===== src/rtl/jtag_dr_master.sv =====
// jtag_dr_master: host-side JTAG initiator performing one data-register scan per request.
// Walks Run-Test/Idle -> Select-DR -> Capture-DR -> Shift-DR -> Exit1-DR -> Update-DR ->
// Run-Test/Idle. It shifts wr_data in MSB first and returns the DR_LEN captured bits.
// Optional feature: define JTAG_CAPTURE_CHECK_EN to add cap_exp/cap_err, which compare the
// captured bits with an expected pattern latched at accept.
module jtag_dr_master #(
    parameter int DR_LEN    = 5,
    parameter int RESET_TMS = 5
) (
    input  logic              TCK,
    input  logic              rst,
    input  logic              start,
    input  logic [DR_LEN-1:0] wr_data,
`ifdef JTAG_CAPTURE_CHECK_EN
    input  logic [DR_LEN-1:0] cap_exp,
    output logic              cap_err,
`endif
    output logic              ready,
    output logic              done,
    output logic [DR_LEN-1:0] rd_data,
    output logic              TMS,
    output logic              TDI,
    input  logic              TDO
);

    localparam int CNT_W  = $clog2(DR_LEN) + 1;
    localparam int RCNT_W = $clog2(RESET_TMS + 1);

    // Each state names the TAP state the target will be in once the TMS driven during
    // that cycle has been sampled; DONE is the cycle whose TMS=0 returns it to Idle.
    typedef enum logic [2:0] {
        RST_SEQ,
        IDLE,
        SEL,
        CAP,
        SHIFT,
        EXIT1,
        UPD,
        DONE
    } state_t;

    state_t              state;
    logic [RCNT_W-1:0]   rcnt;
    logic [CNT_W-1:0]    cnt;
    logic [DR_LEN-1:0]   wr_q;
    logic [DR_LEN-1:0]   rd_shift;
    logic                accept;
    logic                sample_tdo;

    // A request is taken only while idle and advertising ready.
    assign accept = start && ready && (state == IDLE);

    // TDO is valid from the first cycle after Capture-DR through the Exit1 transition; the
    // first SHIFT cycle still has the target in Capture-DR, so it is skipped.
    assign sample_tdo = ((state == SHIFT) && (cnt != CNT_W'(DR_LEN - 1))) || (state == EXIT1);

`ifdef JTAG_CAPTURE_CHECK_EN
    logic [DR_LEN-1:0]   cap_exp_q;

    // Expected capture pattern is held for the whole scan.
    always_ff @(posedge TCK) begin
        if (accept) begin
            cap_exp_q <= cap_exp;
        end
    end
`endif

    // Data path: latch write data at accept, shift it out MSB first, collect TDO.
    always_ff @(posedge TCK) begin
        if (accept) begin
            wr_q <= wr_data;
        end else if (state == SHIFT) begin
            wr_q <= {wr_q[DR_LEN-2:0], 1'b0};
        end
        if (sample_tdo) begin
            rd_shift <= {rd_shift[DR_LEN-2:0], TDO};
        end
    end

    // Control FSM: drives registered TMS/TDI/ready/done and publishes the result.
    always_ff @(posedge TCK) begin
        if (rst) begin
            state   <= RST_SEQ;
            rcnt    <= '0;
            cnt     <= '0;
            TMS     <= 1'b1;
            TDI     <= 1'b0;
            ready   <= 1'b0;
            done    <= 1'b0;
            rd_data <= '0;
`ifdef JTAG_CAPTURE_CHECK_EN
            cap_err <= 1'b0;
`endif
        end else begin
            done <= 1'b0;
            case (state)
                RST_SEQ: begin
                    // TMS=1 until RESET_TMS cycles are out, then one TMS=0 into Idle.
                    if (rcnt == RCNT_W'(RESET_TMS)) begin
                        state <= IDLE;
                        ready <= 1'b1;
                        TMS   <= 1'b0;
                    end else begin
                        rcnt <= rcnt + 1'b1;
                        TMS  <= (rcnt != RCNT_W'(RESET_TMS - 1));
                    end
                end
                IDLE: begin
                    TMS <= 1'b0;
                    if (start && ready) begin
                        ready <= 1'b0;
                        TMS   <= 1'b1;
                        state <= SEL;
                    end
                end
                SEL: begin
                    TMS   <= 1'b0;
                    state <= CAP;
                end
                CAP: begin
                    TMS   <= 1'b0;
                    cnt   <= CNT_W'(DR_LEN - 1);
                    state <= SHIFT;
                end
                SHIFT: begin
                    TDI <= wr_q[DR_LEN-1];
                    // Last data bit goes out together with TMS=1 to leave Shift-DR.
                    if (cnt == '0) begin
                        TMS   <= 1'b1;
                        state <= EXIT1;
                    end else begin
                        TMS <= 1'b0;
                        cnt <= cnt - 1'b1;
                    end
                end
                EXIT1: begin
                    TDI   <= 1'b0;
                    TMS   <= 1'b1;
                    state <= UPD;
                end
                UPD: begin
                    TMS   <= 1'b0;
                    state <= DONE;
                end
                DONE: begin
                    TMS     <= 1'b0;
                    done    <= 1'b1;
                    ready   <= 1'b1;
                    rd_data <= rd_shift;
`ifdef JTAG_CAPTURE_CHECK_EN
                    cap_err <= (rd_shift != cap_exp_q);
`endif
                    state   <= IDLE;
                end
                default: begin
                    state <= RST_SEQ;
                    rcnt  <= '0;
                    TMS   <= 1'b1;
                    ready <= 1'b0;
                end
            endcase
        end
    end

endmodule


===== config.mk =====
export PLATFORM = sky130hd
export DESIGN_NAME = jtag_dr_master
export DESIGN_NICKNAME = d
export VERILOG_FILES = /design/src/rtl/jtag_dr_master.sv
export SDC_FILE = /design/constraint.sdc
export NUM_CORES = 1
export LEC_CHECK = 0
export CAP_MARGIN = 10
export CORE_MARGIN = 4
export CORE_UTILIZATION = 56
export CTS_BUF_LIST = sky130_fd_sc_hd__clkbuf_4
export DETAILED_ROUTE_END_ITERATION = 8
export PLACE_DENSITY = 0.9
export SYNTH_ARGS = -nofsm -noshare
export SYNTH_HDL_FRONTEND = slang
export SYNTH_SLANG_ARGS = --single-unit

===== constraint.sdc =====
create_clock -name TCK -period 3.7 [get_ports TCK]
set_input_delay 0.37 -clock TCK [delete_from_list [all_inputs] [get_ports TCK]]
set_output_delay 0.37 -clock TCK [all_outputs]
set_load 0.02 [all_outputs]

==> impl_results.md <==
- Buffers added on ports: 17
- First-pass GRT wire length: 4160 um
- TritonRoute pass-1 iters: 4
- Drt via density: 5.71
- Pre-CTS WS: 1.79 ns
- I/O pin cnt: 18
- Crit-path cells: inv_2 -> nor4_4 -> mux2_2
- Register area: 681 sq um
- Largest net degree at the start of global routing: 19
- PwrDens: 525 nW/um^2
- Routed vias: 948
- Multiplexer area fraction after synthesis: 8.80%
- Design area: 1530 sq um
- Post-synthesis sequential element count: 29
- Peak VDD IR: 0.420 mV
- Worst-Skew Late Latency: 0.33 ns
- Syn. warnings: 0
- Max-slew headroom: 52.3%
- Mapped Area: 1310 sq um
- Unique masters post-synth: 39
- CTS tree: done
- Residual DRC count: 0
- DIE AREA: 3170 sq um
- Most common cell after layout, fill and taps aside: dfxtp_1
- CTS H-tree depth: 2
- Antenna Cells: 0
- Min Clock Period, post-route: 1.93 ns
- DIE HEIGHT: 56.3 um
- Grt ovf: 0
- Number of global-route vias before repair: 924
- Area of the multi-input gates: 554 sq um
- Antenna violations before repair: 0
- Worst endpoint data arrival time: 2.00 ns
- WP data required: 3.78 ns
- Leak: 0.598 nW
- Final setup vio count: 0
- Outcome: finished, final reports clean
- Final ANT Viol Nets: 0
- Critical path peak fanout: 18
- Complex-gate fraction of the synthesized area: 11.1%
- CP Class: flop to flop
- Fin worst setup slack: 1.77 ns
- Detailed placement HPWL: 1650 um
- Cts hold-fix bufs: 0
- Worst path slowest cell: dfxtp_1
- Max-cap violations: 0
- Post-Synth XOR/XNOR Area: 1.34%
- CTS resizes: 0
- Layout cells sized above 1: 12.3%
- Tot GR Track Use: 17.1%
- Tcrit/Tclk final: 52.1%
- Core Rows: 17
- Mapped Cells: 120
- Fillers: 168
- Setup bufs post-CTS: 0
- # clock sinks: 29
- Clock transition at path regs: 0.10 ns
- Most frequent cells in the layout: dfxtp_1 (19), clkdlybuf4s50_1 (17), nor2_1 (11), edfxtp_1 (10)
- Area growth syn-to-layout: 16.5%
- Clock buffer count from CTS: 5
- Sum Neg Setup Slack: 0 ns
- Setup crit end kind: flop
- Largest family of logic cells by synthesized area: simple AND/OR/NAND/NOR gates
- Slew Limit Fails: 0
- Fin nets: 150
- Max incr delay on CP: 0.70 ns
- Fmax: 519 MHz
- Final WL: 2360 um
- Clk buf depth: 2
- Post-Place Cell Area: 1470 sq um
- Adder-Cell Fraction of Synth Area: 3.82%
- Unrepaired setup endpoints after global routing: false
- Clk_skew: 0.00788 ns
- Synthesized area per cell: 10.9 sq um
- Post-synthesis sequential area ratio: 52.0%
- Root Buffer: clkbuf_4
- Synth Net Count: 133
- Worst Tran Pin Value: 0.708 ns
- CORE AREA: 2210 sq um
- Post-DR wirelength/cell: 14.2 um
- Starting DRT DRC Count: 28
- CP startpoint kind: flop
- Simple-gate share of the synthesized area: 17.3%
- Hold Path Class: flop to flop
- GPL Wtd Cong: 0.802
- Initial core utilization: 59.2%
- Die Wd: 56.3 um
- Hold Vio Cnt, Final: 0
## worst max-delay path: cells and delay by family, from the launching register on
family                 cells  cell delay (ns)
muxes                      1             0.38
DFF                        1             0.70
and+or+nand+nor            1             0.43
buffers and inverters      1             0.16
## area by class of cell
class / instances / area share (%)
clock buffer: 5 / 2.46
multi-input combinational: 76 / 36.3
sequential: 29 / 44.6
inverter: 8 / 1.97
clock inverter: 3 / 1.15
tap: 28 / 2.30
timing repair buffer: 17 / 11.2
## stage by stage
step	hold slack (ns)	cells	util [%]	total power [mW]
2_1_floorplan	0.426	120	-	0.582
3_3_place_gp	0.432	158	66.5	0.617
3_5_place_dp	0.439	158	66.5	0.627
4_1_cts	0.464	166	68.9	0.811
5_1_grt	0.490	166	68.9	0.855
6_report	0.467	166	68.9	0.801
## synth_stat cells
master,number,area (sq um)
a2111oi_4,1,27.5
a21oi_1,6,30.0
a31o_2,1,8.76
a31oi_1,2,12.5
a41oi_1,1,8.76
and2_1,1,6.26
and3_1,1,6.26
and3b_1,1,8.76
buf_2,2,10.0
buf_4,2,15.0
buf_6,1,11.3
clkbuf_1,2,7.51
dfxtp_1,19,380
edfxtp_1,10,300
ha_1,4,50.1
inv_1,7,26.3
inv_2,1,3.75
mux2_2,4,45.0
mux2i_1,7,70.1
nand2_1,7,26.3
nand2b_1,1,6.26
nand2b_2,1,8.76
nand3_1,5,25.0
nand3b_1,2,15.0
nand4_1,1,6.26
nor2_1,11,41.3
nor2b_1,1,6.26
nor3b_1,1,7.51
nor4_1,1,6.26
nor4_4,1,21.3
o2111ai_1,1,8.76
o211a_1,1,10.0
o21ai_0,3,15.0
o22ai_1,1,6.26
o311ai_0,2,17.5
or3_1,2,12.5
or4_1,3,22.5
xnor2_1,1,8.76
xor2_1,1,8.76
## power breakdown
group          total (mW)  internal [mW]  switching, mW
sequential          0.420          0.361         0.0585
clock               0.182         0.0714          0.111
combinational       0.199          0.101         0.0978
## registers in the layout, summed over array words and instances (netlist names)
| name | count |
|---|---|
| ready | 1 |
| rd_shift | 5 |
| cnt | 4 |
| state | 3 |
| TMS | 1 |
| wr_q | 5 |
| TDI | 1 |
| rcnt | 3 |
| rd_data | 5 |
| done | 1 |
## final timing paths
| kind | from | end | slack (ns) | depth (start not counted) |
|---|---|---|---|---|
| hold / removal | rd_shift[1] | rd_shift[2] | 0.47 | 0 |
| setup / recovery | state[0] | wr_q[4] | 1.77 | 3 |
| setup reg to reg | state[0] | wr_q[4] | 1.77 | 3 |
| hold reg to reg | rd_shift[1] | rd_shift[2] | 0.47 | 0 |
## metal layers
metal	GRT usage (%)	up-vias	wire [um]
met3	4.83	5	131
met1	19.9	450	968
li1	-	465	-
met2	28.0	28	1210
met4	9.83	0	44
met5	0	-	0
## logic make-up after synthesis
logic type,after synthesis
xor+xnor,2
buf+inv,15
mux,11
simple gates,40
flops,29
fa+ha+maj,4
compound gates,19
Power figures use the tool's default switching activity.
